===== config.mk =====
export PLATFORM = sky130hd
export DESIGN_NAME = ps2_rx_frame
export DESIGN_NICKNAME = d
export VERILOG_FILES = /design/src/rtl/ps2_pkg.sv /design/src/rtl/ps2_sync_filter.sv /design/src/rtl/ps2_rx_frame.sv
export SDC_FILE = /design/constraint.sdc
export NUM_CORES = 1
export LEC_CHECK = 0
export CAP_MARGIN = 30
export CORE_MARGIN = 2
export CORE_UTILIZATION = 40
export DETAILED_ROUTE_END_ITERATION = 6
export GPL_TIMING_DRIVEN = 0
export SLEW_MARGIN = 20
export SYNTH_ARGS = -nofsm -noshare
export SYNTH_HDL_FRONTEND = slang
export SYNTH_HIERARCHICAL = 1
export SYNTH_SLANG_ARGS = --single-unit

===== constraint.sdc =====
create_clock -name CLK_G -period 5.1 [get_ports CLK_G]
set_input_delay 1.275 -clock CLK_G [delete_from_list [all_inputs] [get_ports CLK_G]]
set_output_delay 1.275 -clock CLK_G [all_outputs]
set_load 0.05 [all_outputs]

===== src/rtl/ps2_pkg.sv =====
// ----------------------------------------------------------------------------
// ps2_pkg
// Shared definitions for the PS/2 keyboard receiver:
//   - ps2_state_t     : receiver FSM states (IDLE, DATA, PARITY, STOP)
//   - PS2_CODE_EXT    : extended-key prefix code (E0)
//   - PS2_CODE_BRK    : break (key release) prefix code (F0)
//   - PS2_FRAME_LEN   : bits per PS/2 frame (start + 8 data + parity + stop)
//   - ps2_odd_parity_ok : odd-parity check over data bits plus parity bit
// ----------------------------------------------------------------------------
package ps2_pkg;

    typedef enum logic [1:0] {
        IDLE   = 2'd0,
        DATA   = 2'd1,
        PARITY = 2'd2,
        STOP   = 2'd3
    } ps2_state_t;

    localparam logic [7:0] PS2_CODE_EXT  = 8'hE0;
    localparam logic [7:0] PS2_CODE_BRK  = 8'hF0;
    localparam int         PS2_FRAME_LEN = 11;

    // PS/2 uses odd parity: the 8 data bits plus the parity bit carry an odd
    // number of ones.
    function automatic logic ps2_odd_parity_ok(input logic [7:0] data,
                                               input logic       par);
        return ^{data, par};
    endfunction

endpackage


===== src/rtl/ps2_sync_filter.sv =====
// ----------------------------------------------------------------------------
// ps2_sync_filter
// Brings the asynchronous PS/2 lines into the CLK_G domain and cleans up the
// clock line.
//   - Two-flop synchroniser on both ps2clk and ps2data (idle level 1).
//   - Glitch filter on ps2clk: the filtered level follows the synchronised
//     level only after FILTER_LEN consecutive samples that differ from it.
//   - fall_o : one-cycle pulse when the filtered clock goes 1 -> 0.
//   - data_o : synchronised ps2data, to be sampled when fall_o is high.
// Ports:
//   CLK_G      in   system clock
//   reset_G    in   asynchronous active-low reset
//   i_ps2clk   in   raw PS/2 clock line
//   i_ps2data  in   raw PS/2 data line
//   fall_o     out  accepted falling edge of the filtered clock (pulse)
//   data_o     out  synchronised data line
// ----------------------------------------------------------------------------
module ps2_sync_filter #(
    parameter int FILTER_LEN = 8
) (
    input  logic CLK_G,
    input  logic reset_G,
    input  logic i_ps2clk,
    input  logic i_ps2data,
    output logic fall_o,
    output logic data_o
);

    localparam int             CW      = (FILTER_LEN > 1) ? $clog2(FILTER_LEN) : 1;
    localparam logic [CW-1:0]  CNT_MAX = CW'(FILTER_LEN - 1);

    logic          r_clk_s1;
    logic          r_clk_s2;
    logic          r_data_s1;
    logic          r_data_s2;
    logic          r_clk_filt;
    logic [CW-1:0] r_filt_cnt;
    logic          r_fall;

    // Two-flop synchronisers; lines reset to their idle-high level.
    always_ff @(posedge CLK_G or negedge reset_G) begin
        if (!reset_G) begin
            r_clk_s1  <= 1'b1;
            r_clk_s2  <= 1'b1;
            r_data_s1 <= 1'b1;
            r_data_s2 <= 1'b1;
        end else begin
            r_clk_s1  <= i_ps2clk;
            r_clk_s2  <= r_clk_s1;
            r_data_s1 <= i_ps2data;
            r_data_s2 <= r_data_s1;
        end
    end

    // Clock glitch filter: any sample equal to the current filtered level
    // restarts the run, so only an uninterrupted run of FILTER_LEN new-level
    // samples flips the output.
    always_ff @(posedge CLK_G or negedge reset_G) begin
        if (!reset_G) begin
            r_clk_filt <= 1'b1;
            r_filt_cnt <= {CW{1'b0}};
            r_fall     <= 1'b0;
        end else begin
            r_fall <= 1'b0;
            if (r_clk_s2 != r_clk_filt) begin
                if (r_filt_cnt == CNT_MAX) begin
                    r_clk_filt <= r_clk_s2;
                    r_filt_cnt <= {CW{1'b0}};
                    r_fall     <= ~r_clk_s2;
                end else begin
                    r_filt_cnt <= r_filt_cnt + CW'(1);
                end
            end else begin
                r_filt_cnt <= {CW{1'b0}};
            end
        end
    end

    assign fall_o = r_fall;
    assign data_o = r_data_s2;

endmodule


===== src/rtl/ps2_rx_frame.sv =====
// ----------------------------------------------------------------------------
// ps2_rx_frame
// PS/2 keyboard frame receiver. Deframes 11-bit frames (start 0, 8 data bits
// LSB first, odd parity, stop 1), folds E0/F0 prefixes into flags on the
// next code and emits one-cycle scan-code events.
// Build option: define PS2_PARITY_CHECK_EN to reject frames with bad odd
// parity; otherwise the parity bit is ignored and only start/stop are checked.
// Parameters:
//   FILTER_LEN  : cycles ps2clk must hold a new level before it is accepted
//   TIMEOUT_CYC : cycles without a falling edge before a frame is aborted
// Ports:
//   CLK_G      in   system clock
//   reset_G    in   asynchronous active-low reset
//   ps2clk     in   PS/2 clock line (asynchronous)
//   ps2data    in   PS/2 data line (asynchronous)
//   Rx_en      in   receive enable
//   rx_data    out  last accepted non-prefix scan code
//   rx_valid   out  one-cycle pulse, rx_data/key_break/key_ext valid
//   key_break  out  code was preceded by F0
//   key_ext    out  code was preceded by E0
//   rx_err     out  one-cycle pulse on framing, parity or timeout error
// ----------------------------------------------------------------------------
module ps2_rx_frame
    import ps2_pkg::*;
#(
    parameter int FILTER_LEN  = 8,
    parameter int TIMEOUT_CYC = 5000
) (
    input  logic       CLK_G,
    input  logic       reset_G,
    input  logic       ps2clk,
    input  logic       ps2data,
    input  logic       Rx_en,
    output logic [7:0] rx_data,
    output logic       rx_valid,
    output logic       key_break,
    output logic       key_ext,
    output logic       rx_err
);

    localparam logic [12:0] TO_MAX = 13'(TIMEOUT_CYC - 1);

    logic        w_fall;
    logic        w_data;
    logic        w_par_ok;

    ps2_state_t  r_state;
    logic [2:0]  r_bit_cnt;
    logic [7:0]  r_shift;
    logic [12:0] r_to_cnt;
    logic        r_ext_pend;
    logic        r_brk_pend;
    logic [7:0]  r_rx_data;
    logic        r_rx_valid;
    logic        r_key_break;
    logic        r_key_ext;
    logic        r_rx_err;

    ps2_sync_filter #(
        .FILTER_LEN (FILTER_LEN)
    ) u_sync_filter (
        .CLK_G     (CLK_G),
        .reset_G   (reset_G),
        .i_ps2clk  (ps2clk),
        .i_ps2data (ps2data),
        .fall_o    (w_fall),
        .data_o    (w_data)
    );

`ifdef PS2_PARITY_CHECK_EN
    logic r_parity;

    // Parity bit captured in the PARITY state, checked when the stop bit lands.
    always_ff @(posedge CLK_G or negedge reset_G) begin
        if (!reset_G) begin
            r_parity <= 1'b0;
        end else if (w_fall && (r_state == PARITY)) begin
            r_parity <= w_data;
        end else begin
            r_parity <= r_parity;
        end
    end

    assign w_par_ok = ps2_odd_parity_ok(r_shift, r_parity);
`else
    assign w_par_ok = 1'b1;
`endif

    // Frame FSM, shift register, prefix flags, timeout and event outputs.
    always_ff @(posedge CLK_G or negedge reset_G) begin
        if (!reset_G) begin
            r_state     <= IDLE;
            r_bit_cnt   <= 3'd0;
            r_shift     <= 8'h00;
            r_to_cnt    <= 13'd0;
            r_ext_pend  <= 1'b0;
            r_brk_pend  <= 1'b0;
            r_rx_data   <= 8'h00;
            r_rx_valid  <= 1'b0;
            r_key_break <= 1'b0;
            r_key_ext   <= 1'b0;
            r_rx_err    <= 1'b0;
        end else begin
            r_rx_valid <= 1'b0;
            r_rx_err   <= 1'b0;
            case (r_state)
                IDLE: begin
                    r_to_cnt <= 13'd0;
                    // A high data bit on a fall is line noise, not a start bit.
                    if (w_fall && Rx_en && !w_data) begin
                        r_state   <= DATA;
                        r_bit_cnt <= 3'd0;
                    end else begin
                        r_state <= IDLE;
                    end
                end
                default: begin
                    if (!Rx_en) begin
                        // Silent abort; pending prefixes survive the disable.
                        r_state  <= IDLE;
                        r_to_cnt <= 13'd0;
                    end else if (w_fall) begin
                        // A fall always beats a simultaneous timeout.
                        r_to_cnt <= 13'd0;
                        case (r_state)
                            DATA: begin
                                r_shift <= {w_data, r_shift[7:1]};
                                if (r_bit_cnt == 3'd7) begin
                                    r_state <= PARITY;
                                end else begin
                                    r_bit_cnt <= r_bit_cnt + 3'd1;
                                end
                            end
                            PARITY: begin
                                r_state <= STOP;
                            end
                            STOP: begin
                                r_state <= IDLE;
                                if (w_data && w_par_ok) begin
                                    if (r_shift == PS2_CODE_EXT) begin
                                        r_ext_pend <= 1'b1;
                                    end else if (r_shift == PS2_CODE_BRK) begin
                                        r_brk_pend <= 1'b1;
                                    end else begin
                                        r_rx_data   <= r_shift;
                                        r_key_ext   <= r_ext_pend;
                                        r_key_break <= r_brk_pend;
                                        r_rx_valid  <= 1'b1;
                                        r_ext_pend  <= 1'b0;
                                        r_brk_pend  <= 1'b0;
                                    end
                                end else begin
                                    r_rx_err   <= 1'b1;
                                    r_ext_pend <= 1'b0;
                                    r_brk_pend <= 1'b0;
                                end
                            end
                            default: begin
                                r_state <= IDLE;
                            end
                        endcase
                    end else if (r_to_cnt == TO_MAX) begin
                        r_state    <= IDLE;
                        r_to_cnt   <= 13'd0;
                        r_rx_err   <= 1'b1;
                        r_ext_pend <= 1'b0;
                        r_brk_pend <= 1'b0;
                    end else begin
                        r_to_cnt <= r_to_cnt + 13'd1;
                    end
                end
            endcase
        end
    end

    assign rx_data   = r_rx_data;
    assign rx_valid  = r_rx_valid;
    assign key_break = r_key_break;
    assign key_ext   = r_key_ext;
    assign rx_err    = r_rx_err;

endmodule

# ---- After elaboration in Yosys (flattened, before gate mapping)
# Index checks and enable logic that the tools add are counted.
dict set report op_classes {
  add_sub_neg 3
  n_eq_ne 16
  muxes 45
  bitwise_logic 4
  reduce_logical 15
}
# operator count
set ops {}
lappend ops {{$mux 13} 4}
lappend ops {{$mux 1} 27}
lappend ops {{$mux 3} 8}
lappend ops {{$eq 8x8->1 const B} 2}
lappend ops {{$reduce_and 5->1} 3}
lappend ops {{$add 13x1->13 const B} 1}
lappend ops {{$eq 13x13->1 const B} 1}
lappend ops {{$mux 2} 5}
lappend ops {{$reduce_bool 2->1} 4}
lappend ops {{$reduce_and 7->1} 1}
lappend ops {{$add 3x1->3 const B} 2}
lappend ops {{$eq 3x3->1 const B} 2}
lappend ops {{$ne 5x5->1 const B} 1}
lappend ops {{$eq 2x2->1 const B} 2}
lappend ops {{$ne 2x2->1 const B} 2}
lappend ops {{$ne 4x1->1 const B} 1}
lappend ops {{$ne 4x4->1 const B} 1}
lappend ops {{$not 1->1} 4}
lappend ops {{$pmux 2 s2} 1}
lappend ops {{$reduce_and 2->1} 2}
lappend ops {{$reduce_and 4->1} 1}
lappend ops {{$ne 3x3->1 const B} 1}
lappend ops {{$eq 2x1->1 const B} 1}
lappend ops {{$logic_and 1x1->1} 2}
lappend ops {{4 further kinds} 4}
dict set report word_totals {
  ff_bits 49
  out_inout_bits 12
  wordCells 101
}

# ---- Depth between registers and ports, before layout
# Gate-level depths: netlist (run 1).
dict set report logic_depth {
  word_depth 8
  mapped_depth 7
  depth_no_buf 6
}

# ---- Modules after synthesis
# Netlist (run 1), hierarchy kept.
# module instances cells_each area_each_um2
set modules_own_cells {}
lappend modules_own_cells {ps2_rx_frame 1 159 1864.3}
lappend modules_own_cells {ps2_sync_filter 1 17 314.1}

# ---- Worst setup path after synthesis (run 1)
# No wires, ideal clock.
dict set report synth_path {
  kind {in2reg}
  from {input Rx_en}
  to {register r_key_break, in the netlist key_break}
  arrival_time_ns 2.134
  required_ns 4.975
  slack_ns 2.840
  cell_stages 5
  n_path_buf 1
  path_cell_list {and3b_1 > nand3_1 > nor2_1 > buf_6 > mux2_4}
}
dict set report synth_between {
  elab_chain_cells 1
}
# element line_no
set synth_rtl {}
lappend synth_rtl {{start, declared} ps2_rx_frame.sv:33} ;# input logic Rx_en,
lappend synth_rtl {{$reduce_and 7->1 (no source line)} -}
lappend synth_rtl {{end signal, assigned} ps2_rx_frame.sv:147} ;# r_key_break <= r_brk_pend;
lappend synth_rtl {{end, declared} ps2_rx_frame.sv:55} ;# logic r_key_break;
# No other way between the ends.
# A chain may end at the register's enable or synchronous reset.

# ---- Final worst setup path (run 1)
dict set report layout_path {
  from {register r_rx_data[1], in the netlist rx_data[1]}
  to {output rx_data[1]}
}
# element line_no
set layout_lines {}
lappend layout_lines {{start, declared} ps2_rx_frame.sv:53} ;# logic [7:0] r_rx_data;
lappend layout_lines {{start signal, assigned} ps2_rx_frame.sv:145} ;# r_rx_data <= r_shift;
lappend layout_lines {{end, declared} ps2_rx_frame.sv:34} ;# output logic [7:0] rx_data,
# No word-level cell between the ends.

==> impl_metrics.xml, run 1 <==
<?xml version="1.0" encoding="UTF-8"?>
<metrics>
  <group name="run_status">
    <metric name="outcome" unit="">complete, no violations</metric>
  </group>
  <group name="worst_setup_path">
    <metric name="worst-path-stages" unit="">1</metric>
    <metric name="arrival_time_reported_for_the_critical_path_endpoint" unit="ns">1.49</metric>
    <metric name="critPathMaxStageDelay" unit="ns">0.81</metric>
    <metric name="crit_path_max_fanout" unit="">2</metric>
    <metric name="timing.critical_path.slowest_stage_cell" unit="">sky130_fd_sc_hd__clkdlybuf4s50_1</metric>
    <metric name="crit_end" unit="">rx_data[1]</metric>
    <metric name="critical_path.startpoint" unit="">rx_data[1]$_DFFE_PN0P_</metric>
    <metric name="crit_family" unit="">buffers and inverters</metric>
    <metric name="worst_ep_required_time" unit="ns">3.83</metric>
    <metric name="worstSetupStartpointType" unit="">flop</metric>
    <metric name="crit_chain" unit="">clkdlybuf4s50_1</metric>
    <metric name="rrSetupSlack" unit="ns">3.16</metric>
    <metric name="timing.reg2reg.worst_path_depth" unit="">7</metric>
    <metric name="r2r-end" unit="">rx_data[6]$_DFFE_PN0P_</metric>
    <metric name="worst_r2r_startpoint" unit="">r_state[0]$_DFFE_PN0P_</metric>
    <metric name="path_class" unit="">flop to output port</metric>
    <metric name="setup.worst_path.end_class" unit="">output port</metric>
    <metric name="cp_num_buf_inv" unit="">1</metric>
  </group>
  <group name="route">
    <metric name="drt_drc_violations_left" unit="">0</metric>
    <metric name="vias_per_cell" unit="">5.01</metric>
    <metric name="drt_wl_total" unit="mm">3.65</metric>
    <metric name="final_antenna_net_count" unit="">0</metric>
    <metric name="post_drt_wl_per_cell" unit="um">13.5</metric>
    <metric name="vias" unit="">1359</metric>
    <metric name="drt-initial-drc-count" unit="">103</metric>
    <metric name="first_pass_iters" unit="">5</metric>
  </group>
  <group name="timing">
    <metric name="setup_viol_count_final" unit="">0</metric>
    <metric name="post_route_skew" unit="ns">0.0102</metric>
    <metric name="tightestPinTransition" unit="ns">0.592</metric>
    <metric name="final.setup.tns" unit="ns">0</metric>
    <metric name="finalCritPeriodShare" unit="">0.541</metric>
    <metric name="timing.fmax" unit="GHz">0.362</metric>
    <metric name="min_period" unit="ns">2.76</metric>
    <metric name="final_hold_viol_count" unit="">0</metric>
    <metric name="timing.max_slew.rel_slack" unit="">0.605</metric>
    <metric name="drv_slew" unit="">0</metric>
    <metric name="setup_repair_after_global_routing_missed_its_margin" unit="">false</metric>
  </group>
  <group name="pwr">
    <metric name="share_comb_of_total_power" unit="">0.049</metric>
    <metric name="power_per_cell_area" unit="nW/um2">290</metric>
    <metric name="power.net_switching" unit="mW">0.156</metric>
    <metric name="power.clock.fraction" unit="">0.395</metric>
    <metric name="ir_worst_vdd" unit="mV">0.244</metric>
    <metric name="switching_share" unit="">0.210</metric>
    <metric name="totalPowerFinal" unit="mW">0.745</metric>
    <metric name="p_leak" unit="nW">1.14</metric>
    <metric name="power.internal" unit="mW">0.589</metric>
    <metric name="power_frac_seq" unit="">0.556</metric>
  </group>
  <group name="global_route">
    <metric name="grt_first_pass_wirelength" unit="mm">6.57</metric>
    <metric name="maximum_number_of_pins_on_one_net_before_global_route_repair" unit="">26</metric>
    <metric name="met2_usage_grt" unit="">0.209</metric>
    <metric name="grt_antenna_before_repair" unit="">0</metric>
    <metric name="grt_pass1_vias" unit="">1422</metric>
    <metric name="grt-busiest-layer" unit="">met2</metric>
    <metric name="globalRouteOverflowTotal" unit="">0</metric>
    <metric name="gr-usage-met1" unit="">0.185</metric>
    <metric name="grt_usage" unit="">0.138</metric>
    <metric name="global_route.usage.met3" unit="">0.0407</metric>
  </group>
  <group name="synth">
    <metric name="post_synth_and_or_nand_nor_area_fraction" unit="">0.155</metric>
    <metric name="synth_seq_area_share" unit="">0.566</metric>
    <metric name="synth.largest_area_cell" unit="">sky130_fd_sc_hd__dfrtp_1</metric>
    <metric name="synth_area" unit="um2">2180</metric>
    <metric name="synth-edff-count" unit="">0</metric>
    <metric name="syn_inst" unit="">176</metric>
    <metric name="syn_avg_cell_area" unit="um2">12.4</metric>
    <metric name="largest_family_of_logic_cells_by_synthesized_area" unit="">simple AND/OR/NAND/NOR gates</metric>
    <metric name="dominantRegCellSynth" unit="">sky130_fd_sc_hd__dfrtp_1</metric>
    <metric name="post_synth_num_cell_types" unit="">37</metric>
    <metric name="postSynthNetCount" unit="">190</metric>
    <metric name="synth.area.mux_share" unit="">0.102</metric>
    <metric name="synth-xor-area-share" unit="">0.0482</metric>
    <metric name="yosys_warnings" unit="">6</metric>
    <metric name="synth.top_cell.area_share" unit="">0.505</metric>
    <metric name="synth_seq_cells" unit="">49</metric>
    <metric name="async_flop_share" unit="">1.00</metric>
    <metric name="ys_top_cells_by_count" unit="">sky130_fd_sc_hd__dfrtp_1, sky130_fd_sc_hd__nor2_1, sky130_fd_sc_hd__xnor2_1, sky130_fd_sc_hd__ha_1, sky130_fd_sc_hd__mux2_2</metric>
    <metric name="biggest_area_contributors_in_the_synthesized_netlist" unit="">sky130_fd_sc_hd__dfrtp_1, sky130_fd_sc_hd__dfstp_2, sky130_fd_sc_hd__mux2_4, sky130_fd_sc_hd__ha_1, sky130_fd_sc_hd__mux2_2</metric>
    <metric name="synth.most_common_cell" unit="">sky130_fd_sc_hd__dfrtp_1</metric>
    <metric name="synth_compound_area_frac" unit="">0.0557</metric>
    <metric name="synth_fa_ha_area_frac" unit="">0.0517</metric>
  </group>
  <group name="clock_network">
    <metric name="ctsResizeCount" unit="">0</metric>
    <metric name="ctsHtreeMaxLevel" unit="">2</metric>
    <metric name="clk_transition_reported_paths" unit="ns">0.10</metric>
    <metric name="tritoncts" unit="">built</metric>
    <metric name="cts.sink_count" unit="">49</metric>
    <metric name="cts_made_buffers" unit="">5</metric>
    <metric name="cts.path.max_buffers" unit="">2</metric>
    <metric name="cts_hold_buffers_added" unit="">0</metric>
    <metric name="insertion_delay" unit="ns">0.31</metric>
    <metric name="post-cts-setup-buffers" unit="">0</metric>
    <metric name="clk_root_buffer_cell" unit="">sky130_fd_sc_hd__clkbuf_8</metric>
  </group>
  <group name="finish">
    <metric name="area_growth_syn_to_layout" unit="%">18.1</metric>
    <metric name="finish.cell_count_without_fillers" unit="">271</metric>
    <metric name="diodes" unit="">0</metric>
    <metric name="final_layout_size_suffix_gt1_frac" unit="">0.204</metric>
    <metric name="fill_cells" unit="">459</metric>
    <metric name="final_net_count" unit="">214</metric>
    <metric name="postLayoutCoreUtil" unit="">0.497</metric>
  </group>
  <group name="die">
    <metric name="die_width" unit="um">77.8</metric>
    <metric name="start_util" unit="">0.421</metric>
    <metric name="area_inside_the_core_boundary" unit="um2">5170</metric>
    <metric name="die_y" unit="um">77.8</metric>
    <metric name="boundary_pin_count" unit="">17</metric>
    <metric name="floorplan.rows" unit="">26</metric>
    <metric name="dieArea" unit="um2">6050</metric>
  </group>
  <group name="hold_path">
    <metric name="hold_path.class" unit="">flop to flop</metric>
    <metric name="hold_depth" unit="">0</metric>
  </group>
  <group name="job">
    <metric name="maxCapViolations" unit="">0</metric>
  </group>
  <group name="placement">
    <metric name="place_hpwl" unit="mm">2.72</metric>
    <metric name="placedCellCount" unit="">263</metric>
    <metric name="portBuffers" unit="">16</metric>
    <metric name="place.gp.congestion" unit="">0.810</metric>
  </group>
</metrics>
[worst min-delay path by stage]
stage | to | startpoint | slack, ns
finish | u_sync_filter/data_o$_DFF_PN1_ | u_sync_filter/r_data_s1$_DFF_PN1_ | 0.36
global route | u_sync_filter/data_o$_DFF_PN1_ | u_sync_filter/r_data_s1$_DFF_PN1_ | 0.37
CTS | u_sync_filter/data_o$_DFF_PN1_ | u_sync_filter/r_data_s1$_DFF_PN1_ | 0.36
detailed placement | u_sync_filter/data_o$_DFF_PN1_ | u_sync_filter/r_data_s1$_DFF_PN1_ | 0.35
global placement | u_sync_filter/data_o$_DFF_PN1_ | u_sync_filter/r_data_s1$_DFF_PN1_ | 0.35
floorplan | u_sync_filter/data_o$_DFF_PN1_ | u_sync_filter/r_data_s1$_DFF_PN1_ | 0.35
[final cells by class]
class                      count  area (um2)  area share
buffer                         4        25.0     0.00973
sequential                    49        1230       0.479
clock buffer                   6        82.6      0.0321
multi-input combinational    117         898       0.349
tap                           70        87.6      0.0340
inverter                       6        22.5     0.00875
timing repair buffer          17         183      0.0710
clock inverter                 2        41.3      0.0161
[registers in the layout, summed over array words and instances (netlist names)]
name,count
rx_valid,1
r_shift,8
rx_data,8
r_to_cnt,13
u_sync_filter/r_data_s1,1
u_sync_filter/r_clk_s2,1
u_sync_filter/fall_o,1
r_brk_pend,1
r_ext_pend,1
rx_err,1
u_sync_filter/r_clk_filt,1
key_ext,1
u_sync_filter/r_filt_cnt,3
r_bit_cnt,3
u_sync_filter/data_o,1
r_state,2
key_break,1
u_sync_filter/r_clk_s1,1
[cells by family after synthesis]
logic type | after synthesis
AO/OA/AOI/OAI | 18
XOR/XNOR | 12
adder cells (fa/ha/maj) | 9
buffers and inverters | 10
flip-flops | 49
multiplexers | 17
AND/OR/NAND/NOR | 61
[metal layers]
layer / part of all wire / vias to the layer above
met2: 0.47 / 17
met1: 0.48 / 667
met4: 0.017 / 0
li1: - / 669
met5: 0 / -
met3: 0.033 / 6
[per-stage QoR]
step | setup WS (ns) | instance area [um2] | hold slack, ns
after floorplan | 2.84 | 2180 | 0.345
after global placement | 1.47 | 2430 | 0.347
after detailed placement | 2.10 | 2450 | 0.347
after CTS | 2.33 | 2570 | 0.361
after global routing | 2.28 | 2570 | 0.366
final | 2.34 | 2570 | 0.360
[placed cells by master, fill, tap and decap left out, types with 2 or more instances in the layout]
cell,n
sky130_fd_sc_hd__ha_1,9
sky130_fd_sc_hd__xnor2_1,10
sky130_fd_sc_hd__buf_2,3
sky130_fd_sc_hd__nand3_1,8
sky130_fd_sc_hd__a22o_1,2
sky130_fd_sc_hd__and4b_1,3
sky130_fd_sc_hd__and2_2,2
sky130_fd_sc_hd__a311oi_1,3
sky130_fd_sc_hd__nor3_1,3
sky130_fd_sc_hd__dfstp_2,5
sky130_fd_sc_hd__nand4b_1,3
sky130_fd_sc_hd__clkbuf_8,6
sky130_fd_sc_hd__nand2_1,7
sky130_fd_sc_hd__clkdlybuf4s50_1,15
sky130_fd_sc_hd__a21oi_1,3
sky130_fd_sc_hd__o21ai_0,6
sky130_fd_sc_hd__dfrtp_1,44
sky130_fd_sc_hd__mux2_2,9
sky130_fd_sc_hd__inv_1,6
sky130_fd_sc_hd__mux2_4,8
sky130_fd_sc_hd__nor4_1,2
sky130_fd_sc_hd__nor2_1,22
sky130_fd_sc_hd__nand4_1,2
sky130_fd_sc_hd__xor2_1,2
[power by group through the flow]
stage / combinational [mW] / sequential (mW) / clock, mW
2_1_floorplan: 0.0207 / 0.420 / 0
3_5_place_dp: 0.0377 / 0.421 / 0
3_3_place_gp: 0.0338 / 0.421 / 0
6_report: 0.0367 / 0.414 / 0.294
5_1_grt: 0.0419 / 0.416 / 0.321
4_1_cts: 0.0380 / 0.414 / 0.304
Power figures use the tool's default switching activity.
==> inputs of run 2 (changes only) <==
clock period = 2.4 ns   (was 5.1 ns; I/O delays follow)
==> results of run 2 <==
Same layout as run 1 (identical final DEF). Status: complete, no violations.
Main changes from that run: setup slack after placement 2.10 ns -> 0.0730 ns; setup slack after layout 2.34 ns -> 0.314 ns; hold slack 0.360 ns -> 0.294 ns; register-to-register setup slack 3.16 ns -> 0.46 ns; total power 0.745 mW -> 1.58 mW; worst IR drop on VDD 0.244 mV -> 0.519 mV
==> inputs of run 3 (changes only) <==
CORE_MARGIN = 4   (was 2)
CTS_BUF_LIST = sky130_fd_sc_hd__clkbuf_2   (was default)
==> run 3 against run 2 <==
Maximum frequency is 8.1% lower; sequential power about the same; clock-buffer cell count is the same; final cell count unchanged; total power shrank 12%; non-clock buffer count unchanged; largest power group unchanged.
==> impl_metrics.xml, run 3 (same netlist as run 1, synthesis figures left out) <==
<?xml version="1.0" encoding="UTF-8"?>
<metrics>
  <group name="route">
    <metric name="vias" unit="">1352</metric>
    <metric name="drt_wl_total" unit="mm">3.55</metric>
    <metric name="post_drt_wl_per_cell" unit="um">13.1</metric>
    <metric name="vias_per_cell" unit="">4.99</metric>
    <metric name="drt-initial-drc-count" unit="">87</metric>
    <metric name="final_antenna_net_count" unit="">0</metric>
    <metric name="first_pass_iters" unit="">4</metric>
    <metric name="drt_drc_violations_left" unit="">0</metric>
  </group>
  <group name="hold_path">
    <metric name="hold_path.class" unit="">input pin to async pin</metric>
  </group>
  <group name="global_route">
    <metric name="grt_usage" unit="">0.127</metric>
    <metric name="grt_antenna_before_repair" unit="">0</metric>
    <metric name="grt_first_pass_wirelength" unit="mm">6.41</metric>
    <metric name="grt_pass1_vias" unit="">1401</metric>
    <metric name="maximum_number_of_pins_on_one_net_before_global_route_repair" unit="">27</metric>
    <metric name="globalRouteOverflowTotal" unit="">0</metric>
  </group>
  <group name="finish">
    <metric name="finish.cell_count_without_fillers" unit="">271</metric>
    <metric name="postLayoutCoreUtil" unit="">0.482</metric>
    <metric name="diodes" unit="">0</metric>
    <metric name="commonest_non_fill_non_tap_cell_in_the_layout" unit="">sky130_fd_sc_hd__dfrtp_1</metric>
    <metric name="largest_register" unit="">r_to_cnt</metric>
    <metric name="final_cell_mix" unit="">sky130_fd_sc_hd__dfrtp_1, sky130_fd_sc_hd__nor2_1, sky130_fd_sc_hd__clkdlybuf4s50_1, sky130_fd_sc_hd__xnor2_1</metric>
    <metric name="largest_register_ffs" unit="">13</metric>
    <metric name="area_growth_syn_to_layout" unit="%">15.2</metric>
    <metric name="final_net_count" unit="">214</metric>
    <metric name="final_layout_size_suffix_gt1_frac" unit="">0.204</metric>
  </group>
  <group name="clock_network">
    <metric name="cts_hold_buffers_added" unit="">0</metric>
    <metric name="cts_made_buffers" unit="">5</metric>
    <metric name="clk_transition_reported_paths" unit="ns">0.24</metric>
    <metric name="cts.path.max_buffers" unit="">2</metric>
    <metric name="ctsHtreeMaxLevel" unit="">2</metric>
    <metric name="ctsResizeCount" unit="">0</metric>
    <metric name="post-cts-setup-buffers" unit="">0</metric>
    <metric name="clk_root_buffer_cell" unit="">sky130_fd_sc_hd__clkbuf_2</metric>
    <metric name="insertion_delay" unit="ns">0.43</metric>
    <metric name="tritoncts" unit="">built</metric>
    <metric name="cts.sink_count" unit="">49</metric>
  </group>
  <group name="timing">
    <metric name="tightestPinTransition" unit="ns">0.552</metric>
    <metric name="finalCritPeriodShare" unit="">0.946</metric>
    <metric name="timing.fmax" unit="GHz">0.441</metric>
    <metric name="drv_slew" unit="">0</metric>
    <metric name="post_route_skew" unit="ns">0.0257</metric>
    <metric name="post-route-worst-setup-slack" unit="ns">0.130</metric>
    <metric name="hold_slack" unit="ns">0.0975</metric>
    <metric name="timing.max_slew.rel_slack" unit="">0.632</metric>
    <metric name="setup_repair_after_global_routing_missed_its_margin" unit="">false</metric>
    <metric name="final_hold_viol_count" unit="">0</metric>
    <metric name="setup_viol_count_final" unit="">0</metric>
    <metric name="final.setup.tns" unit="ns">0</metric>
    <metric name="min_period" unit="ns">2.27</metric>
  </group>
  <group name="placement">
    <metric name="place.gp.congestion" unit="">0.868</metric>
    <metric name="portBuffers" unit="">16</metric>
    <metric name="dp_slack" unit="ns">0.0800</metric>
    <metric name="place_hpwl" unit="mm">2.69</metric>
    <metric name="placedCellCount" unit="">263</metric>
  </group>
  <group name="worst_setup_path">
    <metric name="cp_num_buf_inv" unit="">1</metric>
    <metric name="arrival_time_reported_for_the_critical_path_endpoint" unit="ns">1.67</metric>
    <metric name="path_class" unit="">flop to output port</metric>
    <metric name="crit_chain" unit="">clkdlybuf4s50_1</metric>
    <metric name="critPathMaxStageDelay" unit="ns">0.82</metric>
    <metric name="timing.critical_path.slowest_stage_cell" unit="">sky130_fd_sc_hd__clkdlybuf4s50_1</metric>
    <metric name="worstSetupStartpointType" unit="">flop</metric>
    <metric name="worst_ep_required_time" unit="ns">1.80</metric>
    <metric name="setup.worst_path.end_class" unit="">output port</metric>
    <metric name="crit_family" unit="">buffers and inverters</metric>
    <metric name="crit_path_max_fanout" unit="">2</metric>
  </group>
  <group name="die">
    <metric name="area_inside_the_core_boundary" unit="um2">5200</metric>
    <metric name="boundary_pin_count" unit="">17</metric>
    <metric name="floorplan.rows" unit="">26</metric>
    <metric name="start_util" unit="">0.419</metric>
    <metric name="die_width" unit="um">81.8</metric>
    <metric name="die_y" unit="um">81.8</metric>
    <metric name="dieArea" unit="um2">6690</metric>
  </group>
  <group name="pwr">
    <metric name="ir_worst_vdd" unit="mV">0.287</metric>
    <metric name="power_per_cell_area" unit="nW/um2">555</metric>
    <metric name="p_leak" unit="nW">1.12</metric>
  </group>
  <group name="job">
    <metric name="maxCapViolations" unit="">0</metric>
  </group>
  <group name="run_status">
    <metric name="outcome" unit="">complete, no violations</metric>
  </group>
</metrics>
## run 3: cell count changes in the layout (fill, tap and decap cells not counted)
cell                       delta
sky130_fd_sc_hd__clkbuf_2     +6
sky130_fd_sc_hd__clkbuf_8     -6
sky130_fd_sc_hd__buf_12       +1
sky130_fd_sc_hd__buf_16       -1
sky130_fd_sc_hd__inv_6        +1
sky130_fd_sc_hd__inv_8        -1
## run 3: final timing paths
path | startpoint | to | slack, ns | depth (start not counted)
setup / recovery | rx_data[1]$_DFFE_PN0P_ | rx_data[1] | 0.13 | 1
hold / removal | reset_G | rx_data[1]$_DFFE_PN0P_ | 0.1 | 1
setup reg to reg | r_state[0]$_DFFE_PN0P_ | rx_data[6]$_DFFE_PN0P_ | 0.43 | 7
min in group CLK_G | u_sync_filter/r_clk_s1$_DFF_PN1_ | u_sync_filter/r_clk_s2$_DFF_PN1_ | 0.37 | 0
hold reg to reg | u_sync_filter/r_clk_s1$_DFF_PN1_ | u_sync_filter/r_clk_s2$_DFF_PN1_ | 0.37 | 0
max in group asynchronous | reset_G | u_sync_filter/r_data_s1$_DFF_PN1_ | 1.68 | 2
## run 3: area by class of cell
class	count	area, um2
Fill cell	473	2700
Multi-Input combinational cell	117	898
Sequential cell	49	1230
Clock buffer	6	30.0
Clock inverter	2	38.8
Timing Repair Buffer	17	175
Tap cell	70	87.6
Buffer	4	25.0
Inverter	6	22.5
## run 3: where the power goes
| group | switching [mW] | internal (mW) | total (mW) | leakage (nW) |
|---|---|---|---|---|
| Clock | 0.249 | 0.185 | 0.434 | 0.0436 |
| Combinational | 0.0376 | 0.0416 | 0.0792 | 0.407 |
| Sequential | 0.0161 | 0.864 | 0.880 | 0.665 |
| Total | 0.303 | 1.09 | 1.39 | 1.12 |
## run 3: per-layer routing
layer	wire length, um	track usage
met4	62	0.0532
met2	1650	0.192
met1	1660	0.161
met3	177	0.0504
met5	0	0
## run 3: per-stage QoR
stage | power [mW] | cell area, um2
final | 1.39 | 2510
after global routing | 1.47 | 2510
after CTS | 1.42 | 2510
after detailed placement | 0.976 | 2440
after global placement | 0.966 | 2430
after floorplan | 0.936 | 2180
